<file path="config.mk">
export PLATFORM = sky130hd
export DESIGN_NAME = rtc_timekeeper
export DESIGN_NICKNAME = d
export VERILOG_FILES = /design/src/rtl/rtc_pkg.sv /design/src/rtl/mod_counter.sv /design/src/rtl/rtc_timekeeper.sv
export SDC_FILE = /design/constraint.sdc
export NUM_CORES = 1
export LEC_CHECK = 0
export ABC_AREA = 1
export BUFFER_PORTS_ARGS = -buffer_cell sky130_fd_sc_hd__buf_2
export CORE_MARGIN = 3
export CORE_UTILIZATION = 38
export CTS_CLUSTER_DIAMETER = 30
export DETAILED_ROUTE_END_ITERATION = 10
export SYNTH_ARGS = -nofsm -noshare
export SYNTH_HDL_FRONTEND = slang
export SYNTH_SLANG_ARGS = --single-unit
export TNS_END_PERCENT = 10
</file>
<file path="constraint.sdc">
create_clock -name clk -period 1.9 [get_ports clk]
set_input_delay 0.285 -clock clk [delete_from_list [all_inputs] [get_ports clk]]
set_output_delay 0.285 -clock clk [all_outputs]
set_load 0.01 [all_outputs]
</file>
<file path="src/rtl/rtc_pkg.sv">
// Shared widths, limits and types for the time-of-day keeper.
package rtc_pkg;

    localparam int unsigned SEC_MAX = 59;
    localparam int unsigned MIN_MAX = 59;
    localparam int unsigned HR_MAX  = 23;

    localparam int unsigned SEC_W = 6;
    localparam int unsigned MIN_W = 6;
    localparam int unsigned HR_W  = 5;

    typedef struct packed {
        logic [HR_W-1:0]  hr;
        logic [MIN_W-1:0] min;
        logic [SEC_W-1:0] sec;
    } time_t;

    typedef enum logic {StBusy, StReady} set_state_e;

    // 24h hour to 12h display hour: 0 -> 12, 13..23 -> 1..11.
    function automatic logic [HR_W-1:0] to_12h(input logic [HR_W-1:0] hr24);
        if (hr24 == '0) begin
            return HR_W'(12);
        end else if (hr24 > HR_W'(12)) begin
            return hr24 - HR_W'(12);
        end else begin
            return hr24;
        end
    endfunction

endpackage

</file>
<file path="src/rtl/mod_counter.sv">
// Modulo-(MAX+1) counter with synchronous load; carry flags the wrap on an increment.
module mod_counter #(
    parameter int unsigned MAX = 59,
    parameter int unsigned W   = 6
) (
    input  logic         clk,
    input  logic         reset_n,
    input  logic         inc,
    input  logic         load,
    input  logic [W-1:0] load_val,
    output logic [W-1:0] value,
    output logic         carry
);

    logic [W-1:0] value_q, value_d;

    always_ff @(posedge clk or negedge reset_n) begin
        if (!reset_n) begin
            value_q <= '0;
        end else begin
            value_q <= value_d;
        end
    end

    always_comb begin
        carry   = inc && (value_q == W'(MAX));
        value_d = value_q;
        if (load) begin
            value_d = load_val;
        end else if (inc) begin
            value_d = carry ? '0 : value_q + W'(1);
        end
    end

    assign value = value_q;

endmodule

</file>
<file path="src/rtl/rtc_timekeeper.sv">
// hh:mm:ss keeper with internal 1 Hz prescaler, validated load handshake and 12/24h display.
// Define RTC_TIMEKEEPER_ALARM_EN to add the sticky hh:mm:00 alarm.
module rtc_timekeeper
    import rtc_pkg::*;
#(
    parameter int unsigned TICK_DIV = 100_000_000,
    parameter int unsigned DIV_W    = $clog2(TICK_DIV)
) (
    input  logic             clk,
    input  logic             reset_n,
    input  logic             run,
    input  logic             mode_12h,
    input  logic             set_valid,
    output logic             set_ready,
    input  logic [SEC_W-1:0] set_sec,
    input  logic [MIN_W-1:0] set_min,
    input  logic [HR_W-1:0]  set_hr,
    output logic             set_err,
    output logic [SEC_W-1:0] sec,
    output logic [MIN_W-1:0] min,
    output logic [HR_W-1:0]  hr,
    output logic             pm,
    output logic             tick_1hz,
    output logic             day_wrap
`ifdef RTC_TIMEKEEPER_ALARM_EN
    ,
    input  logic [HR_W-1:0]  alarm_hr,
    input  logic [MIN_W-1:0] alarm_min,
    input  logic             alarm_arm,
    input  logic             alarm_clr,
    output logic             alarm_irq
`endif
);

    set_state_e       state_q, state_d;
    logic [DIV_W-1:0] div_q, div_d;
    logic             tick_q, day_wrap_q, set_err_q;
    logic             accept, set_ok, load, reject, wrap, adv;
    logic             sec_carry, min_carry, hr_carry;
    time_t            cur;

    always_ff @(posedge clk or negedge reset_n) begin
        if (!reset_n) begin
            state_q <= StBusy;
        end else begin
            state_q <= state_d;
        end
    end

    always_comb begin
        state_d = state_q;
        unique case (state_q)
            StReady: if (set_valid) state_d = StBusy;
            StBusy:  state_d = StReady;
            default: state_d = StBusy;
        endcase
    end

    always_comb begin
        set_ready = (state_q == StReady);
    end

    always_comb begin
        accept = set_valid && set_ready;
        set_ok = (set_sec <= SEC_W'(SEC_MAX)) && (set_min <= MIN_W'(MIN_MAX)) &&
                 (set_hr <= HR_W'(HR_MAX));
        load   = accept && set_ok;
        reject = accept && !set_ok;
        wrap   = run && (div_q == DIV_W'(TICK_DIV - 1));
        // Any accepted request owns the cycle, so a coincident wrap never advances time.
        adv    = wrap && !accept;
        div_d  = div_q;
        if (load) begin
            div_d = '0;
        end else if (run && !reject) begin
            div_d = wrap ? '0 : div_q + DIV_W'(1);
        end
    end

    always_ff @(posedge clk or negedge reset_n) begin
        if (!reset_n) begin
            div_q      <= '0;
            tick_q     <= 1'b0;
            day_wrap_q <= 1'b0;
            set_err_q  <= 1'b0;
        end else begin
            div_q      <= div_d;
            tick_q     <= adv;
            day_wrap_q <= hr_carry;
            set_err_q  <= reject;
        end
    end

    mod_counter #(.MAX(SEC_MAX), .W(SEC_W)) u_sec (
        .clk      (clk),
        .reset_n  (reset_n),
        .inc      (adv),
        .load     (load),
        .load_val (set_sec),
        .value    (cur.sec),
        .carry    (sec_carry)
    );

    mod_counter #(.MAX(MIN_MAX), .W(MIN_W)) u_min (
        .clk      (clk),
        .reset_n  (reset_n),
        .inc      (sec_carry),
        .load     (load),
        .load_val (set_min),
        .value    (cur.min),
        .carry    (min_carry)
    );

    mod_counter #(.MAX(HR_MAX), .W(HR_W)) u_hr (
        .clk      (clk),
        .reset_n  (reset_n),
        .inc      (min_carry),
        .load     (load),
        .load_val (set_hr),
        .value    (cur.hr),
        .carry    (hr_carry)
    );

    always_comb begin
        sec      = cur.sec;
        min      = cur.min;
        hr       = mode_12h ? to_12h(cur.hr) : cur.hr;
        pm       = mode_12h && (cur.hr >= HR_W'(12));
        tick_1hz = tick_q;
        day_wrap = day_wrap_q;
        set_err  = set_err_q;
    end

`ifdef RTC_TIMEKEEPER_ALARM_EN
    logic  alarm_q, alarm_d, alarm_hit;
    time_t nxt;

    // Time after this cycle's advance; only meaningful when the seconds wrap to :00.
    always_comb begin
        nxt.sec   = '0;
        nxt.min   = min_carry ? '0 : cur.min + MIN_W'(1);
        nxt.hr    = hr_carry ? '0 : (min_carry ? cur.hr + HR_W'(1) : cur.hr);
        alarm_hit = sec_carry && alarm_arm && (nxt.min == alarm_min) && (nxt.hr == alarm_hr);
        alarm_d   = alarm_clr ? 1'b0 : (alarm_q || alarm_hit);
    end

    always_ff @(posedge clk or negedge reset_n) begin
        if (!reset_n) begin
            alarm_q <= 1'b0;
        end else begin
            alarm_q <= alarm_d;
        end
    end

    assign alarm_irq = alarm_q;
`endif

endmodule

</file>
==> results.md, run 1 <==
* Clk Latency, worst-skew pair at 300 ps
* Area Overhead vs Synth at 15.1%
* Antenna cells at 0
* Placed Instances at 599
* CTS Buf Count at 5
* Post-synth EDFFs at 0
* Routed WL per cell at about 13 um
* DRT iter0 DRCs at around 130
* Clk_skew at between 9 and 10 ps
* DRC Markers at 0
* Synth Instances at ~460
* DR vias at between 3000 and 4000
* Final Critical Period at ~1800 ps
* Final hold slack at between 150 and 200 ps
* Hold Vio Cnt, Final at 0
* H-tree Lvls at 2
* 1st-pass router iterations at 4
* Syn_area_per_cell at between 7 and 8 um^2
* Worst R2R Setup Slack at 130 ps
* Vias per cell at 5.05
* Most frequent cells in the layout: 116 x nand2_1, 51 x nor2_1, 46 x dfrtp_1
* Grt ovf at 0
* Die X at 99.9 um
* Critical Path RT at around 1600 ps
* Initial core utilization at around two fifths
* Crit Path Class: register to primary output
* CTS Sinks at 48
* Largest net degree at the start of global routing at 28
* Worst slew pin tran at approximately 540 ps
* CTS Root Cell: clkbuf_8
* Asr flop ratio synth at between 90% and 100%
* Place WS at 37.1 ps
* Status: complete, no violations
* Pwr Density at a little over 700 nW/um^2
* Post-synth net total at 491
* Nature of the critical path endpoint: primary output
* Row count at 33
* Design area at 3860 um^2
* Non-filler instance count after layout at about 620
* Leading cell type in the layout, fill and taps excluded: nand2_1
* I/O Pins at between 40 and 50
* CP arrival at 1550 ps
* # setup viols final at 0
* Max FO, Critical Path at 5
* First-pass GRT wire length at 14400 um
* Final WL at 8280 um
* Max incr delay on CP at between 400 and 500 ps
* Post-route setup slack at 69.6 ps
* Max Cap Violations at 0
* Synthesized area at ~3300 um^2
* Ys flop type: dfrtp_1
* Worst Hold Class: primary input to register
* Tcrit/Tclk final at a little over nine tenths
* Total global-route track usage at between 10% and 20%
* Placed Area at about 3700 um^2
* Yosys cell types at 36
* #FFs+latches synth at 48
* DP HPWL at between 6000 and 7000 um
* Largest cells by area after synthesis: dfrtp_1 36%, nand2_1 13%, nand3_1 6.7%
* Share of cells above drive strength 1 at 22.4%
* Slowest CP cell: dfrtp_2
* Crit-path cells: ha_1 -> xor2_1 -> nor2_1 -> nand2_1 -> o21ai_0 -> buf_2
* CTS clk-pin slew, worst paths at roughly 100 ps
* Routed Antenna Nets at 0
* Relative slew slack at a little under two thirds
* Vias in the first global route at between 3000 and 4000
* Die footprint at approximately 10000 um^2
* Synth area leader: dfrtp_1
* Port Buffer Count at 43
* Clk buf depth at 2
* Sequential-to-total area share from yosys stat at 35.9%
* Gpl congestion at ~0.87
* Final #Nets at approximately 540
* Final Max Slew Viols at 0
* Synth warn at 0
* Pleak at about 1.9 nW
* Maximum VDD drop at ~0.00033 V
* Initial antenna violation count at 0
* CTS tree: built
* Crit path launch type: register
* Die Y-Extent at approximately 100 um
* CORE AREA at about 8400 um^2
* Post-synth top area share at around 36%
* Peak Freq at around 550 MHz
cells in the mapped netlist (3+ instances only):
| library cell | instances |
|---|---|
| nor3_1 | 18 |
| dfrtp_1 | 48 |
| inv_2 | 9 |
| nand2_1 | 118 |
| nand2_2 | 3 |
| inv_1 | 40 |
| o211ai_1 | 5 |
| buf_4 | 13 |
| nand4_1 | 25 |
| clkinv_1 | 3 |
| nor2_1 | 54 |
| nor2_2 | 6 |
| a21oi_1 | 11 |
| xor2_1 | 20 |
| buf_2 | 7 |
| ha_1 | 8 |
| o21ai_0 | 4 |
| nand3_1 | 45 |
worst paths after layout:
| path | startpoint | endpoint | depth (start not counted) |
|---|---|---|---|
| worst max-delay path | u_hr.value[2] | hr[4] | 6 |
| max in group asynchronous | reset_n | u_hr.value[3] | 3 |
| min in group asynchronous | reset_n | div_q[14] | 2 |
| worst min-delay path | set_min[1] | u_min.value[1] | 3 |
| worst max register to register | div_q[21] | u_min.value[4] | 8 |
| worst min register to register | u_sec.value[5] | u_sec.value[5] | 2 |
through the flow:
stage	total power, W	utilization [%]	setup TNS, ps
2_1_floorplan	0.00181	-	0
3_3_place_gp	0.00200	43.6	0
3_5_place_dp	0.00200	43.6	0
4_1_cts	0.00269	45.1	0
5_1_grt	0.00290	46.0	-19.0
6_report	0.00271	46.0	0
what timing repair did:
item                                   CTS  global route
pin swaps                                0             1
setup buffers                            2             5
gates resized for setup                  2            11
endpoints found under the hold margin   21             0
setup endpoints to repair                2            16
hold buffers                             1             0
power by group:
group	switching (W)	total (W)	internal, W	leakage (nW)
clock	0.000367	0.000662	0.000295	0.0434
sequential	0.000150	0.00128	0.00113	0.632
combinational	0.000442	0.000770	0.000328	1.20
total	0.000959	0.00271	0.00175	1.87
registers in the layout, summed over array words and instances, names as in the netlist:
| register | flops |
|---|---|
| div_q | 27 |
| u_min.value | 6 |
| u_sec.value | 6 |
| u_hr.value | 5 |
| day_wrap | 1 |
| set_err | 1 |
| set_ready | 1 |
| tick_1hz | 1 |
critical path: cells and delay by family (launching register included):
kind	cells	cell delay, ps
flip-flops	1	450
XOR/XNOR	1	170
adder cells (fa/ha/maj)	1	240
AND/OR/NAND/NOR	2	140
AO/OA/AOI/OAI	1	80
buffers and inverters	1	160
per-layer routing:
metal	track usage (%)	wire length, um	up-vias
met4	3.89	77	0
met1	24.1	3940	1453
met3	2.43	259	7
li1	-	-	1584
met2	29.9	4000	59
met5	0	0	-
kinds of logic after synthesis:
group | share of synthesized area, %
AO/OA/AOI/OAI | 4.82
buffers and inverters | 10.2
XOR/XNOR | 5.23
flip-flops | 35.9
AND/OR/NAND/NOR | 40.9
adder cells (fa/ha/maj) | 2.99
layout make-up:
type	count	area (um^2)
fill	852	4530
clock buffer	6	82.6
tap	105	131
multi-input combinational	338	1840
clock inverter	2	15.0
sequential	48	1200
inverter	53	201
timing repair buffer	63	380
No activity file was read; power rests on OpenSTA's default activity.
==> inputs of run 2 (changes only) <==
- SETUP_SLACK_MARGIN: unset -> 0.2
==> results.md, run 2 (same netlist as run 1, synthesis figures left out) <==
* Routed Antenna Nets at 0
* Seq pwr share at a little under half
* Worst slew pin tran at between 500 and 600 ps
* Net Switching at between 0.001 and 0.0015 W
* Worst Hold Class: primary input to register
* Clk_skew at 9.37 ps
* Peak Freq at roughly 560 MHz
* DP HPWL at about 6300 um
* CTS Sinks at between 40 and 50
* I/O Pins at 44
* Routed WL per cell at approximately 14 um
* Die footprint at roughly 10000 um^2
* Antenna cells at 0
* Leading cell type in the layout, fill and taps excluded: nand2_1
* RSZ-0062 raised after global routing: true
* Largest net degree at the start of global routing at 28
* First-pass GRT wire length at 14500 um
* Max FFs per register at 27
* Die X at around 100 um
* Sw frac at 35.5%
* Gpl congestion at slightly below 0.9
* Maximum VDD drop at around 0.00033 V
* DRC Markers at 0
* Power Internal at 0.00184 W
* CTS Buf Count at 5
* Clk buf depth at 2
* FILL cells at 828
* Row count at 33
* Max Cap Violations at 0
* Share of cells above drive strength 1 at between 20% and 30%
* Vias in the first global route at ~3100
* Design area at slightly above 4000 um^2
* Placed Area at approximately 3700 um^2
* CP arrival at ~1500 ps
* Pleak at 1.97 nW
* Clk Latency, worst-skew pair at between 300 and 400 ps
* Crit path launch type: register
* Area of the multi-input gates at 1950 um^2
* Reg with most FFs: div_q
* Vias per cell at about 5
* Final hold slack at just under 200 ps
* CTS tree: built
* Grt ovf at 0
* Max FO, Critical Path at 5
* Critical Path RT at 1620 ps
* DRT iter0 DRCs at roughly 130
* 1st-pass router iterations at 5
* Post-route setup slack at 104 ps
* CORE AREA at 8380 um^2
* Pwr Density at between 600 and 700 nW/um^2
* Combinational share of power at a little under a third
* # setup viols final at 0
* H-tree Lvls at 2
* Nature of the critical path endpoint: primary output
* DR vias at 3190
* Initial core utilization at between 30 and 40%
* Register area at about 1200 um^2
* Worst R2R Setup Slack at between 200 and 250 ps
* Status: complete, no violations
* Final #Nets at 553
* CTS Root Cell: clkbuf_8
* Total global-route track usage at ~18%
* Initial antenna violation count at 0
* Crit Path Class: register to primary output
* Place WS at 37.1 ps
* Hold Vio Cnt, Final at 0
* CTS clk-pin slew, worst paths at 100 ps
* Port Buffer Count at 43
* Tcrit/Tclk final at between 90% and 100%
* Final Max Slew Viols at 0
* Setup TNS Final at 0 ps
* Relative slew slack at 63.5%
* Final Critical Period at 1800 ps
* Final WL at between 8000 and 9000 um
* Area Overhead vs Synth at 22.0%
* Most frequent cells in the layout: 114 x nand2_1, 46 x nor2_1, 43 x nand3_1, 43 x dfrtp_1, 43 x buf_2
* Clock Power Share at approximately 23%
* Die Y-Extent at ~100 um
## run 2: cell count changes in the layout (fill, tap and decap cells not counted), moves of 4 or more
cell | before | now
buf_4 | 18 | 31
inv_1 | 38 | 34
nor2_1 | 51 | 46
nor2_4 | 1 | 5
## run 2: layout make-up
cell class	instances	share of cell area, %
flip-flops and latches	48	29.5
inverters	53	5.08
multi-input cells	338	47.8
well taps	105	3.21
clock inverters	2	0.367
clock buffers	6	2.02
repair buffers	77	12.0
## run 2: what timing repair did
| item | in CTS | in global routing |
|---|---|---|
| hold endpoints to repair | 21 | 0 |
| pin swaps | 7 | 11 |
| endpoints found under the setup margin | 29 | 40 |
| hold buffers | 1 | 0 |
| gates resized for setup | 12 | 35 |
| buffers inserted | 9 | 12 |
## run 2: worst paths after layout
path                                startpoint              to  depth (start not counted)
worst max-delay path             u_hr.value[2]           hr[4]                          6
worst min-delay path                set_min[1]  u_min.value[1]                          3
worst max register to register        div_q[1]       div_q[20]                          9
worst min register to register  u_sec.value[5]  u_sec.value[5]                          2
max in group asynchronous              reset_n   u_hr.value[4]                          3
min in group asynchronous              reset_n       div_q[13]                          2
## run 2: metal layers
metal / GRT usage, % / wire length (um) / up-vias
li1: - / - / 1610
met1: 24.3 / 3990 / 1493
met2: 30.1 / 4230 / 77
met3: 2.43 / 283 / 10
met4: 3.89 / 79 / 0
met5: 0 / 0 / -
## run 2: power groups by stage
| stage | Combinational (W) | Clock (W) | Sequential [W] |
|---|---|---|---|
| after floorplan | 0.000543 | 0 | 0.00126 |
| after global placement | 0.000700 | 0 | 0.00130 |
| after detailed placement | 0.000702 | 0 | 0.00130 |
| after CTS | 0.000783 | 0.000683 | 0.00127 |
| after global routing | 0.00101 | 0.000720 | 0.00131 |
| final | 0.000896 | 0.000660 | 0.00129 |
## run 2: through the flow
step           power, W  std cells  util [%]
2_1_floorplan   0.00181        461         -
3_3_place_gp    0.00200        599      43.6
3_5_place_dp    0.00200        599      43.6
4_1_cts         0.00274        617      46.1
5_1_grt         0.00305        629      48.8
6_report        0.00285        629      48.8
## run 2: critical path, cell delays in order (launching register included)
cell and delay, ps:
dfrtp_2 480, ha_4 190, xor2_2 140, nor2_1 100, nand2_1 50, o21ai_1 80
buf_2 160
==> inputs of run 3 (changes only) <==
- RECOVER_POWER: unset -> 25
==> results.md, run 3 (same netlist as run 1, synthesis figures left out) <==
* Tcrit/Tclk final at 94.3%
* Max incr delay on CP at roughly 480 ps
* CTS Sinks at 48
* Reg-to-reg startpoint: div_q[15]
* Pwr Density at 698 nW/um^2
* Critical Path RT at 1620 ps
* Relative slew slack at between 50% and 60%
* Port Buffer Count at 43
* Crit. Startpoint: u_hr.value[2]
* Crit Path Class: register to primary output
* Share of cells above drive strength 1 at between 20% and 30%
* Hold Vio Cnt, Final at 0
* CTS clk-pin slew, worst paths at approximately 100 ps
* Clk Latency, worst-skew pair at ~300 ps
* I/O Pins at 44
* Crit-path cells: ha_4 -> xor2_2 -> nor2_1 -> nand2_1 -> o21ai_1 -> buf_2
* Worst path depth at 6
* Largest net degree at the start of global routing at 28
* DP HPWL at between 6000 and 7000 um
* Total global-route track usage at roughly 18%
* Final WL at approximately 8600 um
* Util after Layout at roughly 49%
* Nature of the critical path endpoint: primary output
* Grt ovf at 0
* Reg with most FFs: div_q
* DRT iter0 DRCs at around 140
* Placed Area at around 3700 um^2
* Placed Instances at between 500 and 600
* Reg2reg path depth at 10
* # setup viols final at 0
* 1st-pass router iterations at 4
* Hold Path Origin: set_min[1]
* Vias per cell at 5.04
* Critical path's top delay family: flip-flops
* Max Cap Violations at 0
* Leading cell type in the layout, fill and taps excluded: nand2_1
* Maximum VDD drop at between 0.0003 and 0.0004 V
* Routed WL per cell at about 14 um
* First-pass GRT wire length at roughly 14000 um
* RSZ-0062 raised after global routing: true
* Peak Freq at between 500 and 600 MHz
* Area Overhead vs Synth at 21.4%
* Die footprint at 9980 um^2
* Max FFs per register at 27
* Gpl congestion at 0.869
* CORE AREA at 8380 um^2
* Routed Antenna Nets at 0
* CP arrival at between 1500 and 2000 ps
* Die X at 99.9 um
* DR vias at 3173
* Non-filler instance count after layout at roughly 630
* Final Max Slew Viols at 0
* Row count at 33
* CTS Root Cell: clkbuf_8
* H-tree Lvls at 2
* Worst Hold Class: primary input to register
* Status: complete, no violations
* Hold Crit Depth at 3
* Max FO, Critical Path at 5
* Initial antenna violation count at 0
* Pleak at 1.96 nW
* Crit path launch type: register
* Final Critical Period at roughly 1800 ps
* Setup TNS Final at 0 ps
* Worst Path Buf+Inv at 1
* Clk buf depth at 2
* DRC Markers at 0
* Antenna cells at 0
* CTS tree: built
* Slowest CP cell: dfrtp_2
* Final hold slack at 197 ps
* Vias in the first global route at between 3000 and 4000
* CTS Buf Count at 5
* Most frequent cells in the layout: 115 x nand2_1, 46 x nor2_1, 43 x nand3_1, 43 x dfrtp_1, 41 x buf_2
* Clk_skew at 9.48 ps
* Final #Nets at 553
* Die Y-Extent at roughly 100 um
* Worst slew pin tran at approximately 730 ps
* Initial core utilization at between 30% and 40%
* Design area at a little over 4000 um^2
==> run 3: changes by cell type in the layout (fill, tap and decap cells not counted), sizes merged <==
cell / before / now
buf: 76 / 73
clkbuf: 6 / 9
==> run 3: power by group <==
group	leakage [nW]	internal (W)	switching, W
clock network	0.0434	0.000295	0.000364
logic	1.29	0.000404	0.000487
registers	0.628	0.00113	0.000158
==> run 3: what timing repair did <==
item / 4_1_cts / 5_1_grt
buffers inserted: 9 / 12
hold buffers: 1 / 0
hold endpoints to repair: 21 / 0
pin swaps: 7 / 11
resized for setup: 12 / 35
setup endpoints to repair: 29 / 40
cloned: 0 / 0
==> run 3: metrics by stage <==
step	power, W	worst slack (ps)
floorplan	0.00181	298
global route	0.00304	37.3
global placement	0.00200	91.6
finish	0.00284	109
CTS	0.00274	101
detailed placement	0.00200	37.1
==> run 3: worst paths after layout <==
check | end | slack [ps]
setup / recovery | hr[4] | 110
hold / removal | u_min.value[1] | 200
setup reg to reg | div_q[20] | 230
hold reg to reg | u_sec.value[5] | 540
max in group asynchronous | u_hr.value[4] | 290
min in group asynchronous | div_q[13] | 480
==> run 3: metal layers <==
metal	GRT usage (%)	part of all wire (%)
met1	24.3	48
met5	0	0
met2	30.1	49
met3	2.43	2.5
met4	3.89	0.81
==> run 3: cell type report <==
cell class	instances	area (um^2)
clock buffers	6	82.6
well taps	105	131
inverters	53	208
flip-flops and latches	48	1210
fillers	833	4310
repair buffers	77	472
clock inverters	2	15.0
multi-input cells	338	1950
==> run 3: worst reg2reg max path, cell delays in order, from the launching register on <==
cell	delay, ps
dfrtp_1	440
nand2_1	100
inv_1	90
nand2_1	90
nor2_4	130
nand2_4	80
nor2_8	160
nand2_4	110
nand2_8	120
buf_4	180
nor2_1	60
